[config.mk]
export PLATFORM = sky130hd
export DESIGN_NAME = fcs32_arb_flat
export DESIGN_NICKNAME = d
export VERILOG_FILES = /design/src/rtl/fcs32_arb_if.sv /design/src/rtl/fcs32_arb.sv /design/src/flat_wrapper.sv
export SDC_FILE = /design/constraint.sdc
export NUM_CORES = 1
export LEC_CHECK = 0
export BUFFER_PORTS_ARGS = -buffer_cell sky130_fd_sc_hd__buf_2
export CAP_MARGIN = 20
export CORE_AREA = 5 5 107 109
export DETAILED_ROUTE_END_ITERATION = 8
export DIE_AREA = 0 0 112 114
export HOLD_SLACK_MARGIN = 0.1
export PLACE_DENSITY = 0.65
export SLEW_MARGIN = 20
export SYNTH_ARGS = -nofsm -noshare
export SYNTH_HDL_FRONTEND = slang
export SYNTH_SLANG_ARGS = --single-unit
export TNS_END_PERCENT = 1
[constraint.sdc]
create_clock -name bclk_i -period 2.1 [get_ports bclk_i]
set_input_delay 0.105 -clock bclk_i [delete_from_list [all_inputs] [get_ports bclk_i]]
set_output_delay 0.105 -clock bclk_i [all_outputs]
set_load 0.05 [all_outputs]
[src/rtl/fcs32_arb_if.sv]
`default_nettype none
// +--------------------------------------------------------------------------+
// | fcs32_arb_if : requester byte streams and FCS result bundle for fcs32_arb |
// | Revision     : 1.0                                                        |
// +--------------------------------------------------------------------------+
interface fcs32_arb_if;
  logic [7:0]  rq0_dat_i;
  logic        rq0_sof_i;
  logic        rq0_eof_i;
  logic        rq0_val_i;
  logic        rq0_rdy_o;
  logic [7:0]  rq1_dat_i;
  logic        rq1_sof_i;
  logic        rq1_eof_i;
  logic        rq1_val_i;
  logic        rq1_rdy_o;
  logic [31:0] fcs_o;
  logic        fcs_id_o;
  logic        fcs_val_o;
  logic        err_o;
  logic        busy_o;

  modport slave (
    input  rq0_dat_i, rq0_sof_i, rq0_eof_i, rq0_val_i,
    input  rq1_dat_i, rq1_sof_i, rq1_eof_i, rq1_val_i,
    output rq0_rdy_o, rq1_rdy_o,
    output fcs_o, fcs_id_o, fcs_val_o, err_o, busy_o
  );

  modport master (
    output rq0_dat_i, rq0_sof_i, rq0_eof_i, rq0_val_i,
    output rq1_dat_i, rq1_sof_i, rq1_eof_i, rq1_val_i,
    input  rq0_rdy_o, rq1_rdy_o,
    input  fcs_o, fcs_id_o, fcs_val_o, err_o, busy_o
  );
endinterface
`default_nettype wire

[src/rtl/fcs32_arb.sv]
`default_nettype none
// +--------------------------------------------------------------------------+
// | fcs32_arb : round-robin share of one bit-serial FCS32 engine by two      |
// |             byte-stream requesters. FCS32_ARB_ILV_EN enables per-byte    |
// |             interleaving with one crc register per requester.            |
// | Revision  : 1.0                                                          |
// +--------------------------------------------------------------------------+
module fcs32_arb (
  input  wire logic  bclk_i,
  input  wire logic  brst_n_i,
  fcs32_arb_if.slave bus
);

  localparam logic [31:0] CRC_INIT = 32'hFFFF_FFFF;
  localparam logic [31:0] POLY     = 32'h04C1_1DB7;
`ifdef FCS32_ARB_ILV_EN
  localparam bit ILV_EN = 1'b1;
`else
  localparam bit ILV_EN = 1'b0;
`endif

  typedef enum logic [1:0] {
    S_IDLE  = 2'd0,
    S_SHIFT = 2'd1,
    S_LOAD  = 2'd2
  } state_e;

  function automatic logic [31:0] fcs32_1(input logic b, input logic [31:0] c);
    fcs32_1 = {c[30:0], 1'b0} ^ ((b ^ c[31]) ? POLY : 32'h0);
  endfunction

  // Engine runs MSB-feedback on LSB-first data; bit-reverse plus invert gives the wire FCS.
  function automatic logic [31:0] fcs32_brev(input logic [31:0] c);
    for (int i = 0; i < 32; i++) fcs32_brev[i] = ~c[31-i];
  endfunction

  state_e      state_q, state_d;
  logic        own_q, rr_q, sof_q, eof_q;
  logic [7:0]  sh_q;
  logic [2:0]  cnt_q;
  logic [1:0]  infrm_q;
  logic [31:0] crc0_q, fcs_q;
  logic        fcs_id_q, fcs_val_q, err_q;

  logic        w_c0, w_c1, w_gnt, w_arb, w_acc, w_sof, w_eof, w_bad, w_restart, w_last;
  logic [7:0]  w_dat;
  logic [31:0] w_crc_sel, w_crc_cur, w_crc_nxt;

  always_comb begin
    w_c0 = bus.rq0_val_i;
    w_c1 = bus.rq1_val_i;
    // Frame-locked: only the owner may continue its frame.
    if (!ILV_EN && state_q == S_LOAD) begin
      w_c0 = bus.rq0_val_i & ~own_q;
      w_c1 = bus.rq1_val_i & own_q;
    end
    w_arb         = brst_n_i & (state_q != S_SHIFT);
    w_gnt         = (w_c0 & w_c1) ? rr_q : w_c1;
    bus.rq0_rdy_o = w_arb & w_c0 & ~w_gnt;
    bus.rq1_rdy_o = w_arb & w_c1 & w_gnt;
    w_acc         = bus.rq0_rdy_o | bus.rq1_rdy_o;
    w_dat         = w_gnt ? bus.rq1_dat_i : bus.rq0_dat_i;
    w_sof         = w_gnt ? bus.rq1_sof_i : bus.rq0_sof_i;
    w_eof         = w_gnt ? bus.rq1_eof_i : bus.rq0_eof_i;
    w_bad         = w_acc & ~w_sof & ~infrm_q[w_gnt];
    w_restart     = w_acc & w_sof & infrm_q[w_gnt];
    w_last        = (cnt_q == 3'd7);
    w_crc_cur     = (sof_q && cnt_q == 3'd0) ? CRC_INIT : w_crc_sel;
    w_crc_nxt     = fcs32_1(sh_q[0], w_crc_cur);
  end

  always_comb begin
    state_d = state_q;
    case (state_q)
      S_IDLE, S_LOAD: if (w_acc && !w_bad) state_d = S_SHIFT;
      S_SHIFT:        if (w_last) state_d = eof_q ? S_IDLE : S_LOAD;
      default:        state_d = S_IDLE;
    endcase
  end

  always_ff @(posedge bclk_i) begin
    if (!brst_n_i) state_q <= S_IDLE;
    else           state_q <= state_d;
  end

  always_ff @(posedge bclk_i) begin
    if (!brst_n_i) begin
      own_q     <= 1'b0;
      rr_q      <= 1'b0;
      sof_q     <= 1'b0;
      eof_q     <= 1'b0;
      sh_q      <= 8'h00;
      cnt_q     <= 3'd0;
      infrm_q   <= 2'b00;
      crc0_q    <= CRC_INIT;
      fcs_q     <= 32'h0;
      fcs_id_q  <= 1'b0;
      fcs_val_q <= 1'b0;
      err_q     <= 1'b0;
    end else begin
      fcs_val_q <= 1'b0;
      err_q     <= w_bad | w_restart;
      if (w_acc && !w_bad) begin
        own_q          <= w_gnt;
        sh_q           <= w_dat;
        sof_q          <= w_sof;
        eof_q          <= w_eof;
        cnt_q          <= 3'd0;
        infrm_q[w_gnt] <= 1'b1;
      end
      if (state_q == S_SHIFT) begin
        sh_q  <= sh_q >> 1;
        cnt_q <= cnt_q + 3'd1;
        if (!(ILV_EN && own_q)) crc0_q <= w_crc_nxt;
        if (w_last) begin
          if (ILV_EN || eof_q) rr_q <= ~own_q;
          if (eof_q) begin
            fcs_q          <= fcs32_brev(w_crc_nxt);
            fcs_id_q       <= own_q;
            fcs_val_q      <= 1'b1;
            infrm_q[own_q] <= 1'b0;
          end
        end
      end
    end
  end

`ifdef FCS32_ARB_ILV_EN
  logic [31:0] crc1_q;

  always_ff @(posedge bclk_i) begin
    if (!brst_n_i)                       crc1_q <= CRC_INIT;
    else if (state_q == S_SHIFT && own_q) crc1_q <= w_crc_nxt;
  end

  assign w_crc_sel = own_q ? crc1_q : crc0_q;
`else
  assign w_crc_sel = crc0_q;
`endif

  assign bus.fcs_o     = fcs_q;
  assign bus.fcs_id_o  = fcs_id_q;
  assign bus.fcs_val_o = fcs_val_q;
  assign bus.err_o     = err_q;
  assign bus.busy_o    = (state_q == S_SHIFT);

endmodule
`default_nettype wire

[src/flat_wrapper.sv]
// flat-port wrapper written by rule: the top's interface ports become plain ports
module fcs32_arb_flat 
  (bclk_i, brst_n_i, bus_rq0_dat_i, bus_rq0_sof_i, bus_rq0_eof_i, bus_rq0_val_i, bus_rq1_dat_i, bus_rq1_sof_i, bus_rq1_eof_i, bus_rq1_val_i, bus_rq0_rdy_o, bus_rq1_rdy_o, bus_fcs_o, bus_fcs_id_o, bus_fcs_val_o, bus_err_o, bus_busy_o);
  fcs32_arb_if bus_i ();
  input  wire logic bclk_i;
  input  wire logic brst_n_i;
  input wire logic [$bits(bus_i.rq0_dat_i)-1:0] bus_rq0_dat_i;
  input wire logic [$bits(bus_i.rq0_sof_i)-1:0] bus_rq0_sof_i;
  input wire logic [$bits(bus_i.rq0_eof_i)-1:0] bus_rq0_eof_i;
  input wire logic [$bits(bus_i.rq0_val_i)-1:0] bus_rq0_val_i;
  input wire logic [$bits(bus_i.rq1_dat_i)-1:0] bus_rq1_dat_i;
  input wire logic [$bits(bus_i.rq1_sof_i)-1:0] bus_rq1_sof_i;
  input wire logic [$bits(bus_i.rq1_eof_i)-1:0] bus_rq1_eof_i;
  input wire logic [$bits(bus_i.rq1_val_i)-1:0] bus_rq1_val_i;
  output wire logic [$bits(bus_i.rq0_rdy_o)-1:0] bus_rq0_rdy_o;
  output wire logic [$bits(bus_i.rq1_rdy_o)-1:0] bus_rq1_rdy_o;
  output wire logic [$bits(bus_i.fcs_o)-1:0] bus_fcs_o;
  output wire logic [$bits(bus_i.fcs_id_o)-1:0] bus_fcs_id_o;
  output wire logic [$bits(bus_i.fcs_val_o)-1:0] bus_fcs_val_o;
  output wire logic [$bits(bus_i.err_o)-1:0] bus_err_o;
  output wire logic [$bits(bus_i.busy_o)-1:0] bus_busy_o;
  assign bus_i.rq0_dat_i = bus_rq0_dat_i;
  assign bus_i.rq0_sof_i = bus_rq0_sof_i;
  assign bus_i.rq0_eof_i = bus_rq0_eof_i;
  assign bus_i.rq0_val_i = bus_rq0_val_i;
  assign bus_i.rq1_dat_i = bus_rq1_dat_i;
  assign bus_i.rq1_sof_i = bus_rq1_sof_i;
  assign bus_i.rq1_eof_i = bus_rq1_eof_i;
  assign bus_i.rq1_val_i = bus_rq1_val_i;
  assign bus_rq0_rdy_o = bus_i.rq0_rdy_o;
  assign bus_rq1_rdy_o = bus_i.rq1_rdy_o;
  assign bus_fcs_o = bus_i.fcs_o;
  assign bus_fcs_id_o = bus_i.fcs_id_o;
  assign bus_fcs_val_o = bus_i.fcs_val_o;
  assign bus_err_o = bus_i.err_o;
  assign bus_busy_o = bus_i.busy_o;
  fcs32_arb u_core (.bclk_i(bclk_i), .brst_n_i(brst_n_i), .bus(bus_i));
endmodule
==> impl_metrics.toml <==
[outcome]
outcome = "finished clean"

[worst_setup_path]
critPathLaunchType = "flop"
worstRegToRegCells = 5
path_delay_family = "buffers and inverters"
worstSetupPathType = "flop to flop"
worst_setup_path_end_kind = "flop"
cp.depth = 5
cp_max_fo = 10
timing.rr.start = "u_core.own_q"
cp.arrival_ns = 2.27
cpMaxStageDelayCell = "dlygate4sd3_1"
slowest_delay_ns = 0.59
cp_num_buf_inv = 1
cp.required_ns = 2.39
setup.worst_path.start = "u_core.own_q"
path_cells = "or3b_1, o211ai_4, o221ai_1, dlygate4sd3_1, o21ai_1"

[sta]
max_slew_margin_pct = 68.7
fin_crit_sh_pct = 94.1
finalHoldViolations = 0
min_period_ns = 1.98
fin_skew_ns = 0.00713
setup_viol = 0
finalMaxSlewViolations = 0
fmax_mhz = 506
setup_tns_ns = 0
rsz0062_at_grt = "false"
tightest_slew_ns = 0.467

[synthesis]
synth_seq_cells = 86
ys_warn_count = 0
yosysSeqAreaShare_pct = 48.6
synthFlopType = "dfxtp_1"
netlist_instances = 380
async_flop_share_pct = 0
syn_avg_cell_area_um2 = 9.31
ys_types = 47
syn-cell-area_um2 = 3540
synth_nets = 407
synth_edf_count = 0

[floorplan]
core_um2 = 10500
fp.dieArea_um2 = 12800
rows = 38
io_pins = 62
die_h_um = 114
die_x_um = 112
start_util_pct = 33.7

[clock_network]
clk_path_buf_depth = 2
clk_pin_slew_ns = 0.08
insertion_delay_ns = 0.35
clock_sinks = 86
cts_buffers = 9
cts_tree = "yes"
clockRootBuffer = "clkbuf_8"
htree_levels = 3

[cells_and_area]
area_delta_synth_final_pct = 22.0
regArea_um2 = 1720
multi_input_area_um2 = 1670
stdcell_count = 596
fin_util_pct = 41.1
fillers = 1032
diodes = 0
drive_gt1_share_pct = 22.8
nets = 478

[drt]
num_vias = 2842
ant_nets = 0
via_per_inst = 4.77
drc = 0
wl_mm = 7.94
drtIter0Drc = 149
first_pass_iters = 4
post_drt_wl_per_cell_um = 13.3

[place]
dp_hpwl_mm = 5.32
io_buffers = 61
routabilityCongestion = 0.774
post-place-cells = 564

[pwr]
p_leak_uw = 0.00181
ir_worst_vdd_v = 0.000248
power.density_nw_per_um2 = 735
finalPower_uw = 3170

[global_route]
grt_pass1_vias = 2737
grt_max_degree = 37
grt_usage_pct = 12.7
grt_first_pass_wirelength_mm = 13.4
overflow = 0
antenna_found_initial = 0

[worst_hold_path]
hold_path_startpoint = "bus_rq0_dat_i[4]"
hold_depth = 3
hold_class = "primary input to flop"

[job]
maxCapViolations = 0
==> synthesized netlist by cell type (2+ instances only) <==
master,number,share of area (%)
dfxtp_1,86,49
nand2_1,40,4.2
nor2_1,31,3.3
o21ai_0,27,3.8
and2_1,22,3.9
o22a_1,18,4.5
clkbuf_1,17,1.8
o21ai_1,15,2.1
xnor2_1,15,3.7
o211ai_1,14,3.0
nand3_1,8,1.1
o221ai_1,8,2.0
buf_2,7,0.99
o21ba_2,7,2.0
a21oi_1,5,0.71
inv_1,5,0.53
o21ba_1,5,1.4
nor2b_1,4,0.71
o21a_1,4,0.85
a21boi_0,3,0.64
and3_1,3,0.53
ha_1,3,1.1
nand2b_1,3,0.53
and3b_1,2,0.49
buf_4,2,0.42
buf_6,2,0.64
nand3b_1,2,0.42
nand4_1,2,0.35
o211a_1,2,0.57
==> path summary, 6_finish.rpt <==
path | end | slack (ns)
max reg2reg | u_core.sh_q[3] | 0.12
min | u_core.sh_q[4] | 0.11
max | u_core.sh_q[3] | 0.12
min reg2reg | u_core.sh_q[1] | 0.46
==> worst reg2reg max path: cells and delay by family, from the launching register on <==
kind,cells,cell delay (ns)
simple gates,1,0.46
buf+inv,1,0.59
flops,1,0.38
compound gates,3,0.48
==> registers in the layout (all words and copies together), names as in the netlist <==
name,count
u_core.bus.err_o,1
u_core.bus.fcs_id_o,1
u_core.bus.fcs_o,32
u_core.bus.fcs_val_o,1
u_core.cnt_q,3
u_core.crc0_q,32
u_core.eof_q,1
u_core.infrm_q,2
u_core.own_q,1
u_core.rr_q,1
u_core.sh_q,8
u_core.sof_q,1
u_core.state_q,2
==> power by group <==
group / switching (uW) / total (uW) / internal, uW
clock: 556 / 1100 / 547
sequential: 38.6 / 1720 / 1680
combinational: 200 / 350 / 150
==> kinds of logic (layout without fill, tap and decap cells) <==
kind of cell	Yosys count	count (layout)	share of synthesized area [%]
adders and majority gates	3	3	1.06
AOI/OAI and AO/OA	116	116	23.4
xor gates and xnor gates	17	17	4.74
DFF	86	86	48.6
and+or+nand+nor	121	121	16.9
buffers and inverters	35	111	4.59
muxes	2	2	0.601
==> cell usage in the layout, fill, tap and decap left out, types with 9 or more instances in the layout <==
master         Yosys  layout
o21ai_0           27      27
clkbuf_8           0       9
buf_2              7      61
o21ai_1           15      15
xnor2_1           15      15
o22a_1            18      18
o211ai_1          14      14
dlygate4sd3_1      0      14
and2_1            22      22
nor2_1            31      31
buf_4              2      14
nand2_1           40      40
dfxtp_1           86      86
==> stage by stage <==
step	area, um^2	hold slack (ns)	worst slack [ns]
finish	4320	0.112	0.124
CTS	4290	0.105	0.0639
floorplan	3540	0.236	0.367
global placement	3970	0.360	0.337
detailed placement	3970	0.367	0.277
global route	4320	0.144	0.0103
==> timing repair <==
action	4_1_cts	5_1_grt
endpoints found under the setup margin	0	3
hold endpoints to repair	10	0
gates resized for setup	0	2
hold buffers	14	0
buffers inserted	0	2
==> area by class of cell <==
type                       instances  share of cell area, %
sequential                        86                   39.9
multi-input combinational        259                   38.6
timing repair buffer              89                   12.7
tap                              140                   4.06
clock buffer                      12                   3.13
clock inverter                     4                   1.10
inverter                           6                  0.522
==> per-layer routing <==
layer	wire, um	share of wire [%]	GRT usage, %
met1	3850	49	16.9
met5	0	0	0
met3	280	3.5	3.13
met4	150	1.9	5.69
met2	3660	46	19.7
(Power assumes the default switching activity.)
